===== config.mk =====
export PLATFORM = sky130hd
export DESIGN_NAME = ps2_key_tracker
export DESIGN_NICKNAME = d
export VERILOG_FILES = /design/src/rtl/ps2_pkg.sv /design/src/rtl/ps2_rx.sv /design/src/rtl/ps2_key_tracker.sv
export SDC_FILE = /design/constraint.sdc
export NUM_CORES = 1
export LEC_CHECK = 0
export BUFFER_PORTS_ARGS = -buffer_cell sky130_fd_sc_hd__buf_2
export CAP_MARGIN = 20
export CORE_ASPECT_RATIO = 1.5
export CORE_UTILIZATION = 45
export CTS_BUF_LIST = sky130_fd_sc_hd__clkbuf_4
export DETAILED_ROUTE_END_ITERATION = 10
export PLACE_DENSITY = 0.68
export SLEW_MARGIN = 20
export SYNTH_ARGS = -nofsm -noshare
export SYNTH_HDL_FRONTEND = slang
export SYNTH_SLANG_ARGS = --single-unit

===== constraint.sdc =====
create_clock -name clk -period 4.6 [get_ports clk]
set_input_delay 0.69 -clock clk [delete_from_list [all_inputs] [get_ports clk]]
set_output_delay 0.69 -clock clk [all_outputs]
set_load 0.05 [all_outputs]

===== src/rtl/ps2_pkg.sv =====
// Shared constants for the PS/2 key tracker: set-2 scan codes, key bit positions,
// receive FSM states and the scan-code-to-key mapping.
package ps2_pkg;

    localparam logic [7:0] SC_W     = 8'h1D;
    localparam logic [7:0] SC_A     = 8'h1C;
    localparam logic [7:0] SC_S     = 8'h1B;
    localparam logic [7:0] SC_D     = 8'h23;
    localparam logic [7:0] SC_SPACE = 8'h29;
    localparam logic [7:0] SC_ENTER = 8'h5A;
    localparam logic [7:0] SC_EXT   = 8'hE0;
    localparam logic [7:0] SC_BRK   = 8'hF0;

    localparam int unsigned KEY_W     = 0;
    localparam int unsigned KEY_A     = 1;
    localparam int unsigned KEY_S     = 2;
    localparam int unsigned KEY_D     = 3;
    localparam int unsigned KEY_SPACE = 4;
    localparam int unsigned KEY_ENTER = 5;
    localparam int unsigned NUM_KEYS  = 6;

    typedef enum logic [1:0] {
        RX_IDLE   = 2'd0,
        RX_DATA   = 2'd1,
        RX_PARITY = 2'd2,
        RX_STOP   = 2'd3
    } rx_state_e;

    // One-hot key_status mask for a scan code; zero for codes we do not track.
    function automatic logic [NUM_KEYS-1:0] key_mask(input logic [7:0] code);
        logic [NUM_KEYS-1:0] mask;
        mask = '0;
        case (code)
            SC_W:     mask[KEY_W]     = 1'b1;
            SC_A:     mask[KEY_A]     = 1'b1;
            SC_S:     mask[KEY_S]     = 1'b1;
            SC_D:     mask[KEY_D]     = 1'b1;
            SC_SPACE: mask[KEY_SPACE] = 1'b1;
            SC_ENTER: mask[KEY_ENTER] = 1'b1;
            default:  mask = '0;
        endcase
        return mask;
    endfunction

endpackage


===== src/rtl/ps2_rx.sv =====
// PS/2 frame receiver: pin synchronisers, ps2_clk glitch filter and 11-bit frame FSM.
// Optional mid-frame idle timeout is compiled in with PS2_TIMEOUT_EN.
module ps2_rx
    import ps2_pkg::*;
#(
    parameter int unsigned FILTER_LEN     = 8,
    parameter int unsigned TIMEOUT_CYCLES = 50000
) (
    input  logic       clk,
    input  logic       reset,
    input  logic       ps2_clk,
    input  logic       ps2_data,
    output logic [7:0] rx_byte,
    output logic       rx_valid,
    output logic       rx_err,
    output logic       rx_abort
);

    localparam int unsigned FiltW = (FILTER_LEN > 1) ? $clog2(FILTER_LEN) : 1;

    logic [1:0]       clk_sync_q, data_sync_q;
    logic             filt_level_q;
    logic [FiltW-1:0] filt_cnt_q;
    logic             filt_hit, strobe, bit_in, timeout_hit;

    rx_state_e        state_q, state_d;
    logic [2:0]       bit_cnt_q, bit_cnt_d;
    logic [7:0]       shift_q, shift_d;
    logic             parity_q, parity_d;

    // Pins idle high, so synchronisers and the filtered level reset to 1.
    always_ff @(posedge clk or negedge reset) begin
        if (!reset) begin
            clk_sync_q  <= 2'b11;
            data_sync_q <= 2'b11;
        end else begin
            clk_sync_q  <= {clk_sync_q[0], ps2_clk};
            data_sync_q <= {data_sync_q[0], ps2_data};
        end
    end

    assign bit_in   = data_sync_q[1];
    assign filt_hit = (clk_sync_q[1] != filt_level_q) &&
                      (filt_cnt_q == FiltW'(FILTER_LEN - 1));
    assign strobe   = filt_hit && filt_level_q;

    always_ff @(posedge clk or negedge reset) begin
        if (!reset) begin
            filt_level_q <= 1'b1;
            filt_cnt_q   <= '0;
        end else if (clk_sync_q[1] == filt_level_q) begin
            filt_cnt_q   <= '0;
        end else if (filt_hit) begin
            filt_level_q <= clk_sync_q[1];
            filt_cnt_q   <= '0;
        end else begin
            filt_cnt_q   <= filt_cnt_q + 1'b1;
        end
    end

`ifdef PS2_TIMEOUT_EN
    localparam int unsigned ToW = $clog2(TIMEOUT_CYCLES + 1);
    logic [ToW-1:0] to_cnt_q;

    // Counts cycles since the last strobe while a frame is in flight.
    assign timeout_hit = (state_q != RX_IDLE) && !strobe &&
                         (to_cnt_q == ToW'(TIMEOUT_CYCLES - 1));

    always_ff @(posedge clk or negedge reset) begin
        if (!reset) begin
            to_cnt_q <= '0;
        end else if ((state_q == RX_IDLE) || strobe || timeout_hit) begin
            to_cnt_q <= '0;
        end else begin
            to_cnt_q <= to_cnt_q + 1'b1;
        end
    end
`else
    logic unused_timeout_cfg;
    assign unused_timeout_cfg = ^TIMEOUT_CYCLES;
    assign timeout_hit        = 1'b0;
`endif

    always_ff @(posedge clk or negedge reset) begin
        if (!reset) begin
            state_q   <= RX_IDLE;
            bit_cnt_q <= '0;
            shift_q   <= '0;
            parity_q  <= 1'b0;
        end else begin
            state_q   <= state_d;
            bit_cnt_q <= bit_cnt_d;
            shift_q   <= shift_d;
            parity_q  <= parity_d;
        end
    end

    always_comb begin
        state_d   = state_q;
        bit_cnt_d = bit_cnt_q;
        shift_d   = shift_q;
        parity_d  = parity_q;
        rx_valid  = 1'b0;
        rx_err    = 1'b0;
        rx_abort  = 1'b0;
        unique case (state_q)
            RX_IDLE: begin
                if (strobe && !bit_in) begin
                    state_d   = RX_DATA;
                    bit_cnt_d = '0;
                end
            end
            RX_DATA: begin
                if (strobe) begin
                    shift_d   = {bit_in, shift_q[7:1]};
                    bit_cnt_d = bit_cnt_q + 1'b1;
                    if (bit_cnt_q == 3'd7) begin
                        state_d = RX_PARITY;
                    end
                end
            end
            RX_PARITY: begin
                if (strobe) begin
                    parity_d = bit_in;
                    state_d  = RX_STOP;
                end
            end
            RX_STOP: begin
                if (strobe) begin
                    state_d = RX_IDLE;
                    if (bit_in && (^{shift_q, parity_q})) begin
                        rx_valid = 1'b1;
                    end else begin
                        rx_err = 1'b1;
                    end
                end
            end
            default: state_d = RX_IDLE;
        endcase
        if (timeout_hit) begin
            state_d  = RX_IDLE;
            rx_err   = 1'b1;
            rx_abort = 1'b1;
        end
    end

    assign rx_byte = shift_q;

endmodule


===== src/rtl/ps2_key_tracker.sv =====
// PS/2 keyboard tracker: decodes make/break/extended prefixes into a six-key held-state map.
// Build with PS2_TIMEOUT_EN to abort stalled frames after TIMEOUT_CYCLES.
module ps2_key_tracker
    import ps2_pkg::*;
#(
    parameter int unsigned FILTER_LEN     = 8,
    parameter int unsigned TIMEOUT_CYCLES = 50000
) (
    input  logic                clk,
    input  logic                reset,
    input  logic                ps2_clk,
    input  logic                ps2_data,
    output logic [NUM_KEYS-1:0] key_status,
    output logic [7:0]          scan_code,
    output logic                code_valid,
    output logic                frame_err
);

    logic [7:0]          rx_byte;
    logic                rx_valid, rx_err, rx_abort;
    logic [NUM_KEYS-1:0] key_q, key_d;
    logic [7:0]          code_q, code_d;
    logic                ext_q, ext_d, brk_q, brk_d;
    logic                valid_q, err_q;

    ps2_rx #(
        .FILTER_LEN     (FILTER_LEN),
        .TIMEOUT_CYCLES (TIMEOUT_CYCLES)
    ) u_rx (
        .clk      (clk),
        .reset    (reset),
        .ps2_clk  (ps2_clk),
        .ps2_data (ps2_data),
        .rx_byte  (rx_byte),
        .rx_valid (rx_valid),
        .rx_err   (rx_err),
        .rx_abort (rx_abort)
    );

    // Byte, pulse and key map all register on the stop-bit strobe so they appear together.
    always_comb begin
        key_d  = key_q;
        code_d = code_q;
        ext_d  = ext_q;
        brk_d  = brk_q;
        if (rx_valid) begin
            code_d = rx_byte;
            if (rx_byte == SC_EXT) begin
                ext_d = 1'b1;
            end else if (rx_byte == SC_BRK) begin
                brk_d = 1'b1;
            end else begin
                if (!ext_q) begin
                    key_d = brk_q ? (key_q & ~key_mask(rx_byte)) : (key_q | key_mask(rx_byte));
                end
                ext_d = 1'b0;
                brk_d = 1'b0;
            end
        end
        if (rx_abort) begin
            ext_d = 1'b0;
            brk_d = 1'b0;
        end
    end

    always_ff @(posedge clk or negedge reset) begin
        if (!reset) begin
            key_q   <= '0;
            code_q  <= '0;
            ext_q   <= 1'b0;
            brk_q   <= 1'b0;
            valid_q <= 1'b0;
            err_q   <= 1'b0;
        end else begin
            key_q   <= key_d;
            code_q  <= code_d;
            ext_q   <= ext_d;
            brk_q   <= brk_d;
            valid_q <= rx_valid;
            err_q   <= rx_err;
        end
    end

    assign key_status = key_q;
    assign scan_code  = code_q;
    assign code_valid = valid_q;
    assign frame_err  = err_q;

endmodule


# After elaboration in Yosys (flattened, before gate mapping)
# Index checks and enable logic that the tools add are counted.
[totals]
inputBits = 4
ff_bits = 40
out_inout_bits = 16
[op_classes]
bitwise_logic = 7
n_eq_ne = 21
addsub = 2
muxes = 51
n_reduce_logical = 16
[ops]
columns = ["cell", "n"]
rows = [
  ["1-bit 2-to-1 mux", 39],
  ["8-bit by 5-bit == test with 1-bit output, second input constant", 3],
  ["8-bit by 6-bit == test with 1-bit output, second input constant", 2],
  ["8-bit == test, second input constant", 2],
  ["3-bit 2-to-1 mux", 4],
  ["2-bit 2-to-1 mux", 5],
  ["2-bit by 1-bit != test with 1-bit output, second input constant", 5],
  ["2-bit AND reduction", 5],
  ["9-bit parity", 1],
  ["8-bit by 7-bit == test with 1-bit output, second input constant", 1],
  ["2-bit case mux with 4 select lines", 1],
  ["3-bit by 1-bit adder with 3-bit output, second input constant", 2],
  ["6-bit bitwise AND", 1],
  ["3-bit == test, second input constant", 2],
  ["6-bit 2-to-1 mux", 1],
  ["6-bit NOT", 1],
  ["6-bit OR", 1],
  ["3-bit case mux with 2 select lines", 1],
  ["5-bit AND reduction", 1],
  ["2-bit == test, second input constant", 2],
  ["1-bit logical AND", 4],
  ["1-bit NOT", 4],
  ["4-bit AND reduction", 1],
  ["3-bit AND reduction", 1],
  ["other kinds (7)", 7],
]

# Longest topological paths before layout
# Gate-level depths: netlist (run 1).
[depth]
ltp_word = 9
mapped_depth = 7
ltp_nobuf = 7

# Cells and area by module
# Synthesis (run 1) repeated with hierarchy kept, for this count alone.
[unflattened]
cells_unflattened = 144
hier_area_um2 = 1841.8
[by_module_without_submodules]
columns = ["mod", "cells_each", "n_inst", "area_per_inst_um2", "seq_area_each_um2"]
rows = [
  ["ps2_rx", 85, 1, 1073.5, 556.8],
  ["ps2_key_tracker", 59, 1, 768.2, 450.4],
]

# Worst setup path before layout (run 1)
# No wires, ideal clock.
[synth_timing]
path_type = "register to register"
start = "reg u_rx.shift_q[4], in the netlist u_rx.rx_byte[4]"
end = "reg code_q[0], in the netlist scan_code[0]"
t_required_ps = 4475
path_stages_with_launch = 5
path_slack_ps = 2575
t_arrival_ps = 1900
setup_time_ps = 125
n_path_buf = 0
synth_period_minus_slack_ps = 2025
path_cell_list = "dfrtp_1 -> xor3_4 -> nor3b_1 -> mux2i_2 -> mux2_2"
[synth_via]
elab_chain_len = 5
[synth_lines]
columns = ["item", "line_no", "source"]
rows = [
  ["from (decl)", "ps2_rx.sv:28", "logic [7:0] shift_q, shift_d;"],
  ["from (signal assigned)", "ps2_rx.sv:93", "shift_q <= shift_d;"],
  ["9-bit parity", "ps2_rx.sv:131", "if (bit_in && (^{shift_q, parity_q})) begin"],
  ["1-bit logical AND", "ps2_rx.sv:131", ""],
  ["1-bit 2-to-1 mux", "ps2_rx.sv:131", ""],
  ["1-bit 2-to-1 mux", "ps2_rx.sv:129", "if (strobe) begin"],
  ["1-bit 2-to-1 mux", "ps2_rx.sv:106", "unique case (state_q)"],
  ["to (signal assigned)", "ps2_key_tracker.sv:76", "code_q <= code_d;"],
  ["to (decl)", "ps2_key_tracker.sv:22", "logic [7:0] code_q, code_d;"],
]
# No other way between the ends.
# A chain may end at the register's enable or synchronous reset.

# Worst setup path in the final report (run 1)
[layout_timing]
start = "reg u_rx.shift_q[7], in the netlist u_rx.rx_byte[7]"
end = "reg code_q[3], in the netlist scan_code[3]"
# The elaborated chain is that of the path after synthesis.

==> metrics, run 1 <==
status completed; I/O pin count 20; FF-to-FF Start u_rx.rx_byte[7]; Worst-Skew Late Latency 0.35 ns; clock buffer depth 2; I/O Buffers 19; minimum clock period 2.38 ns; Final Wtd Congestion 0.888; Worst Hold Class flop to flop; post_cts resized 0; chip width 54.9 um; Total Routing Usage GR 0.186; Startpoint Class flop; Ant. Diodes 0; combinational share of power 0.153; Max stage delay on crit path 0.57 ns; Row Count 28; Vias per Instance 5.71; initial antenna violation count 0; final core utilization 0.527; CP Capture Type flop; drt initial violations 37; HPWL reported at the end of detailed placement 2460 um; Unique masters post-synth 35; largest net degree at the start of global routing 41; Worst Max-Slew Pin Slew 0.878 ns; final setup vio count 0; pre-CTS setup slack 2.27 ns; Die Y 81.4 um; setup ws final 2.22 ns; Post-Route WL 3430 um; CTS buffer count 5; area grow syn2layout 11.3%; Cell Area, Synth 0.00189 mm2; async set-reset flop share out of synthesis 1.00; Filler cells 382; Worst Skew 0.00828 ns; Post-DRT Antenna Nets 0; clock root buffer clkbuf_4; Avg Inst Size Synth 12.9 um2; CP required 4.84 ns; critical path arrival 2.62 ns; EDFF count, synth 0; Slew Limit Headroom 0.415; Hold WS 0.364 ns; vias in the first global route 1260; sw power 0.199 mW; post-CTS setup buffers 0; layout cells sized above 1 0.363; FF-to-FF path depth 4; Synth Flop Type dfrtp_1; CTS Hold Bufs 0; DR WL/cell 15.9 um; period utilization 0.516; Critical Path Slowest Stage Cell xnor3_2; core area 0.00399 mm2; Hold Crit Start u_rx.data_sync_q[0]; Switching Fraction 0.267; DRC Markers 0; CTS sink cnt 40; synth warn 0; CTS clock-pin slew for the worst setup and hold paths 0.12 ns; flops & latches, synth 40; H-tree depth 2; Slew Limit Fails 0; power share of the clock group 0.312; Die ar. 0.00447 mm2; CP Max Fanout 12; first-pass iteration count of the detailed router 4; hold path cells 0; gr ovfl total 0; VDD IR-drop max 0.245 mV; Syn Inst Count 146; CTS tree built; Pleak 1.07 nW; Nets 182; Flop pwr share 0.536; crit path kind flop to flop; Initial Util 0.473; setup TNS 0 ns; DR vias 1234; Cell Pwr Density 355 mW/mm2; register area share after synthesis 0.533; Syn Nets 158; fmax 421 MHz; first-pass GRT wire length 5830 um; RSZ-0062 raised after global routing no; Crit. Startpoint u_rx.rx_byte[7]; Internal Power 0.548 mW; final hold vios 0; crit-path cells xor2_1, xnor3_2, mux2i_2, mux2_2; MaxCap Viol Count 0
==> stage by stage <==
step / std cells / cell area (um2) / power, mW
detailed placement: 208 / 2020 / 0.524
floorplan: 146 / 1890 / 0.491
global route: 216 / 2100 / 0.792
global placement: 208 / 2020 / 0.511
CTS: 216 / 2100 / 0.758
finish: 216 / 2100 / 0.747
==> worst max-delay path, delay by kind of cell (launching register included) <==
kind | cells | cell delay (ns)
XOR/XNOR | 2 | 0.78
flip-flops | 1 | 0.51
multiplexers | 2 | 0.98
==> metal layers <==
layer / track usage / vias up / part of all wire
li1: - / 570 / -
met1: 0.216 / 620 / 0.42
met2: 0.293 / 34 / 0.51
met3: 0.0655 / 10 / 0.048
met4: 0.100 / 0 / 0.026
met5: 0 / - / 0
==> layout by cell type (no fill, tap or decap), drive strengths merged, types with 3 or more instances in the layout <==
cell	count
dfrtp	35
mux2	24
buf	19
inv	8
ha	8
nand2	6
nand4	6
o21ai	6
clkbuf	5
dfstp	5
xnor2	4
nor2b	4
nor3b	4
nor3	3
nor2	3
nand3	3
or4	3
==> path summary, 6_finish.rpt <==
| path | slack (ns) | end |
|---|---|---|
| max in group asynchronous | 3.62 | u_rx.rx_byte[2] |
| min in group asynchronous | 0.44 | asynchronous set/reset pin |
| min | 0.36 | u_rx.data_sync_q[1] |
| max reg2reg | 2.22 | scan_code[3] |
| min reg2reg | 0.36 | u_rx.data_sync_q[1] |
| max | 2.22 | scan_code[3] |
==> cells in the mapped netlist, drive strengths merged (2+ instances only) <==
cell type	instances	area (um2)
a21oi	2	10.0
xnor2	4	35.0
inv	8	30.0
a22o	2	17.5
nand2	6	22.5
ha	8	100
dfrtp	35	876
o21ai	6	30.0
and3b	2	18.8
nand4	6	37.5
nor3	3	15.0
nand4b	2	17.5
dfstp	5	131
nor2	3	11.3
nor2b	4	25.0
mux2	24	270
a32oi	2	17.5
nand3	3	15.0
nor3b	4	30.0
mux2i	2	23.8
buf	2	18.8
or4	3	23.8
and2	2	12.5
==> cell families (layout without fill, tap and decap cells) <==
kind of cell / Yosys count / after routing / share of synthesized area
AND/OR/NAND/NOR: 43 / 43 / 0.143
flip-flops: 40 / 40 / 0.533
multiplexers: 26 / 26 / 0.156
AO/OA/AOI/OAI: 12 / 12 / 0.0397
buffers and inverters: 10 / 35 / 0.0258
adder cells (fa/ha/maj): 8 / 8 / 0.0529
XOR/XNOR: 7 / 7 / 0.0503
==> power by group through the flow <==
stage	clock, mW	combinational [mW]	sequential, mW
after floorplan	0	0.0885	0.402
after global placement	0	0.107	0.404
after detailed placement	0	0.118	0.407
after CTS	0.240	0.118	0.400
after global routing	0.254	0.136	0.403
final	0.233	0.114	0.400
==> cell type report <==
cell class / instances / area (um2) / share of cell area
Tap cell: 45 / 56.3 / 0.0268
Clock buffer: 5 / 37.5 / 0.0178
Timing Repair Buffer: 19 / 95.1 / 0.0452
Multi-Input combinational cell: 96 / 835 / 0.397
Clock inverter: 3 / 42.5 / 0.0202
Sequential cell: 40 / 1010 / 0.479
Inverter: 8 / 30.0 / 0.0143
No activity file was read; power rests on OpenSTA's default activity.
==> inputs of run 2 (changes only) <==
--- a/config.mk
+++ b/config.mk
@@ -5,6 +5,7 @@
 export SDC_FILE = /design/constraint.sdc
 export NUM_CORES = 1
 export LEC_CHECK = 0
+export ABC_AREA = 1
 export BUFFER_PORTS_ARGS = -buffer_cell sky130_fd_sc_hd__buf_2
 export CAP_MARGIN = 20
 export CORE_ASPECT_RATIO = 1.5
==> constraint.sdc (replaced) <==
create_clock -name clk -period 2.45 [get_ports clk]
set_input_delay 0.3675 -clock clk [delete_from_list [all_inputs] [get_ports clk]]
set_output_delay 0.3675 -clock clk [all_outputs]
set_load 0.05 [all_outputs]
==> metrics, run 2 <==
status completed; sw power 0.400 mW; Placement Cell Area 0.00205 mm2; MaxCap Viol Count 0; HPWL reported at the end of detailed placement 2680 um; vias in the first global route 1382; final core utilization 0.528; CTS clock-pin slew for the worst setup and hold paths 0.11 ns; Ant. Diodes 0; flops & latches, synth 40; EDFF count, synth 0; final setup vio count 0; final hold vios 0; post_cts resized 0; Post-Route WL 3630 um; DRC Markers 0; Cell Pwr Density 641 mW/mm2; Worst Max-Slew Pin Slew 0.862 ns; critical path arrival 2.14 ns; crit path kind flop to flop; top cells by count, synth nand2_1, dfrtp_1, inv_1; setup ws final 0.555 ns; drt initial violations 29; CP Capture Type flop; period utilization 0.773; R2R Setup Slk 0.56 ns; DR vias 1485; Avg Inst Size Synth 8.78 um2; Slew Limit Headroom 0.425; Slew Limit Fails 0; most frequent cells in the layout nand2_1, dfrtp_1, inv_1; Critical Path Slowest Stage Cell dfrtp_1; VDD IR-drop max 0.468 mV; initial antenna violation count 0; Vias per Instance 5.17; overall power 1.35 mW; Hold WS 0.106 ns; Die ar. 0.00450 mm2; cell with the most instances after synthesis nand2_1; first-pass iteration count of the detailed router 4; post-placement cell count 279; area grow syn2layout 10.6%; minimum clock period 1.89 ns; crit-path cells ha_1, ha_1, nand2_1, nor2_1, nand4_4, or2_0, nand2_1, o21ai_1; Startpoint Class flop; fmax 528 MHz; Syn Nets 229; largest cells by area after synthesis dfrtp_1, nand2_1, dfstp_2; Synth Flop Type dfrtp_1; Worst Hold Class input port to asynchronous set/reset pin; Worst Skew 0.0107 ns; clock root buffer clkbuf_4; most area-hungry cell type in the Yosys netlist dfrtp_1; post-CTS setup buffers 0; CP required 2.70 ns; Final Wtd Congestion 0.825; H-tree depth 2; Synth top area share 0.460; combinational share of power 0.187; Unique masters post-synth 26; CTS Hold Bufs 0; Switching Fraction 0.296; CTS tree built; Worst-Skew Late Latency 0.35 ns; FF-to-FF Start u_rx.filt_cnt_q[0]; synth warn 0; I/O Buffers 19; CP Max Fanout 18; post-layout instance area 0.00211 mm2; largest net degree at the start of global routing 41; RSZ-0062 raised after global routing no; Post-DRT Antenna Nets 0; DR WL/cell 12.6 um; pre-CTS setup slack 0.572 ns; register area share after synthesis 0.529; layout cells sized above 1 0.169; power share of the clock group 0.249; core area 0.00399 mm2; FF-to-FF path depth 8; Initial Util 0.477; gr ovfl total 0; Max stage delay on crit path 0.38 ns; Cell Area, Synth 0.00190 mm2; setup TNS 0 ns; Row Count 28; most common cell after layout, fill and taps aside nand2_1; Syn Inst Count 217; I/O pin count 20; Critical R2R Capture brk_q; first-pass GRT wire length 5940 um; Die Y 81.7 um; Flop pwr share 0.564; async set-reset flop share out of synthesis 1.00; CTS buffer count 5; Pleak 1.05 nW; chip width 55.1 um; Nets 253; CTS sink cnt 40; Final Non-Filler Cells 287; Internal Power 0.951 mW; clock buffer depth 2; Total Routing Usage GR 0.190
run 2: metal layers:
layer | global-route usage | vias to the layer above | share of wire
met4 | 0.113 | 0 | 0.035
met3 | 0.0556 | 12 | 0.031
met2 | 0.325 | 25 | 0.52
li1 | - | 762 | -
met5 | 0 | - | 0
met1 | 0.197 | 686 | 0.41
run 2: layout make-up:
class / instances / area (um2)
inverter: 28 / 105
timing repair buffer: 20 / 103
tap: 45 / 56.3
clock inverter: 1 / 3.75
sequential: 40 / 1010
fill: 378 / 1890
multi-input combinational: 146 / 779
clock buffer: 7 / 52.6
run 2: power by group through the flow:
stage | Clock (mW) | Sequential [mW] | Combinational (mW)
final | 0.337 | 0.762 | 0.252
after global routing | 0.383 | 0.769 | 0.292
after CTS | 0.351 | 0.762 | 0.254
after detailed placement | 0 | 0.774 | 0.255
after global placement | 0 | 0.771 | 0.246
after floorplan | 0 | 0.764 | 0.196
run 2: logic make-up (layout without fill, tap and decap cells):
logic type	count (synthesis)	after routing	synth area share
simple gates	108	108	0.267
buf+inv	31	56	0.0618
flops	40	40	0.529
xor+xnor	1	1	0.00460
fa+ha+maj	8	8	0.0526
compound gates	29	29	0.0848
run 2: critical path, delay by kind of cell (launching register included):
kind	cells	cell delay [ns]
adder cells (fa/ha/maj)	2	0.37
flip-flops	1	0.38
AO/OA/AOI/OAI	1	0.05
AND/OR/NAND/NOR	5	0.99
run 2: how the worst max path moves through the flow:
stage	start	end	slack [ns]	depth (start not counted)
after floorplan	u_rx.filt_cnt_q[0]	u_rx.state_q[0]	0.84	9
after global placement	u_rx.filt_cnt_q[0]	brk_q	0.65	8
after detailed placement	u_rx.filt_cnt_q[0]	brk_q	0.57	8
after CTS	u_rx.filt_cnt_q[0]	brk_q	0.56	8
after global routing	u_rx.filt_cnt_q[0]	flop	0.33	8
final	u_rx.filt_cnt_q[0]	brk_q	0.56	8
==> inputs of run 3 (changes only) <==
==> constraint.sdc (replaced) <==
create_clock -name clk -period 1.8 [get_ports clk]
set_input_delay 0.27 -clock clk [delete_from_list [all_inputs] [get_ports clk]]
set_output_delay 0.27 -clock clk [all_outputs]
set_load 0.05 [all_outputs]
==> metrics, run 3 (synthesis results as in run 2) <==
Max stage delay on crit path 0.45 ns; crit path kind flop to flop; initial antenna violation count 0; Slew Limit Fails 0; H-tree depth 2; I/O Buffers 19; Post-Route WL 3480 um; chip width 55.1 um; fmax 598 MHz; Filler cells 378; clock root buffer clkbuf_4; multi-input logic area 797 um2; Switching Fraction 0.275; DRC Markers 0; vias in the first global route 1447; clock buffer depth 2; Worst-Skew Late Latency 0.35 ns; Placement Cell Area 0.00210 mm2; Row Count 28; minimum clock period 1.67 ns; Final Wtd Congestion 0.818; HPWL reported at the end of detailed placement 2650 um; Total Routing Usage GR 0.186; RSZ-0062 raised after global routing no; Top cell by count, worst path nand2_1; DR WL/cell 11.7 um; Initial Util 0.477; core area 0.00399 mm2; final setup vio count 0; VDD IR-drop max 0.879 mV; Nets 264; Worst Max-Slew Pin Slew 0.476 ns; Die Y 81.7 um; overall power 2.00 mW; CP required 2.05 ns; Hold WS 0.362 ns; drt initial violations 11; CTS clock-pin slew for the worst setup and hold paths 0.11 ns; combinational share of power 0.191; first-pass GRT wire length 6010 um; Pleak 1.12 nW; sw power 0.550 mW; Post-DRT Antenna Nets 0; Internal Power 1.45 mW; Cell Pwr Density 888 mW/mm2; final hold vios 0; Die ar. 0.00450 mm2; post-layout instance area 0.00225 mm2; Worst Hold Class flop to flop; crit-path cells inv_2, nand2_1, nand2_2, inv_1, nand3_1, nand2_1, nand2_2, nand3_2, nor2_4, nand4_1, nand2_1, nand2_1; status completed; setup ws final 0.127 ns; I/O pin count 20; Sequential cell area 0.00101 mm2; critical path arrival 1.92 ns; Startpoint Class flop; period utilization 0.929; CTS tree built; power share of the clock group 0.293; CP Capture Type flop; DR vias 1513; CTS sink cnt 40; most frequent cells in the layout nand2_1, dfrtp_1, inv_1; first-pass iteration count of the detailed router 4; pre-CTS setup slack 0.0911 ns; CTS buffer count 5; Flop pwr share 0.516; Critical Path Slowest Stage Cell dfrtp_1; Slew Limit Headroom 0.683; Ant. Diodes 0; Worst Skew 0.0134 ns; Vias per Instance 5.08; CP Max Fanout 7; most common cell after layout, fill and taps aside nand2_1; largest net degree at the start of global routing 22; area grow syn2layout 18.4%; gr ovfl total 0; layout cells sized above 1 0.249; MaxCap Viol Count 0; setup TNS 0 ns
## run 3: cell count changes in the layout (fill, tap and decap cells not counted), sizes merged
cell / delta
dlygate4sd3: +3
bufinv: +1
clkbuf: -1
buf: +8
## run 3: final cells by class
| cell class | count | area share |
|---|---|---|
| clock inverter | 2 | 0.0155 |
| tap | 45 | 0.0250 |
| clock buffer | 6 | 0.0200 |
| sequential | 40 | 0.448 |
| multi-input combinational | 146 | 0.353 |
| timing repair buffer | 31 | 0.0910 |
| inverter | 28 | 0.0466 |
## run 3: routing by layer
layer	wire, um	track usage	share of wire
met4	104	0.0950	0.030
met1	1470	0.203	0.42
met5	0	0	0
met2	1810	0.322	0.52
met3	89	0.0444	0.026
## run 3: power by group through the flow
stage               logic [mW]  registers (mW)  clock network, mW
floorplan                0.266            1.04                  0
global placement         0.363            1.05                  0
detailed placement       0.375            1.05                  0
CTS                      0.381            1.03              0.608
global route             0.459            1.04              0.639
finish                   0.383            1.03              0.586
## run 3: worst max-delay path: cells and delay by family, from the launching register on
| kind | cells | cell delay, ns |
|---|---|---|
| and+or+nand+nor | 10 | 1.00 |
| DFF | 1 | 0.45 |
| buffers and inverters | 2 | 0.14 |
## run 3: worst paths after layout
check	startpoint	end	slack (ns)	depth (start not counted)
max in group asynchronous	reset	u_rx.data_sync_q[1]	0.84	3
max reg2reg	u_rx.rx_byte[1]	flop	0.13	12
min	u_rx.data_sync_q[0]	u_rx.data_sync_q[1]	0.36	0
min reg2reg	u_rx.data_sync_q[0]	u_rx.data_sync_q[1]	0.36	0
min in group asynchronous	reset	scan_code[4]	0.40	2
max	u_rx.rx_byte[1]	flop	0.13	12
## run 3: stage by stage
step	instances	util
detailed placement	284	0.526
global placement	284	0.526
CTS	295	0.554
floorplan	217	-
finish	298	0.565
global route	298	0.565
## run 3: repair_timing
| action | in CTS | in global routing |
|---|---|---|
| hold endpoints to repair | 21 | 0 |
| hold buffers | 3 | 0 |
| resized for setup | 0 | 14 |
| setup buffers | 0 | 3 |
| endpoints found under the setup margin | 0 | 20 |
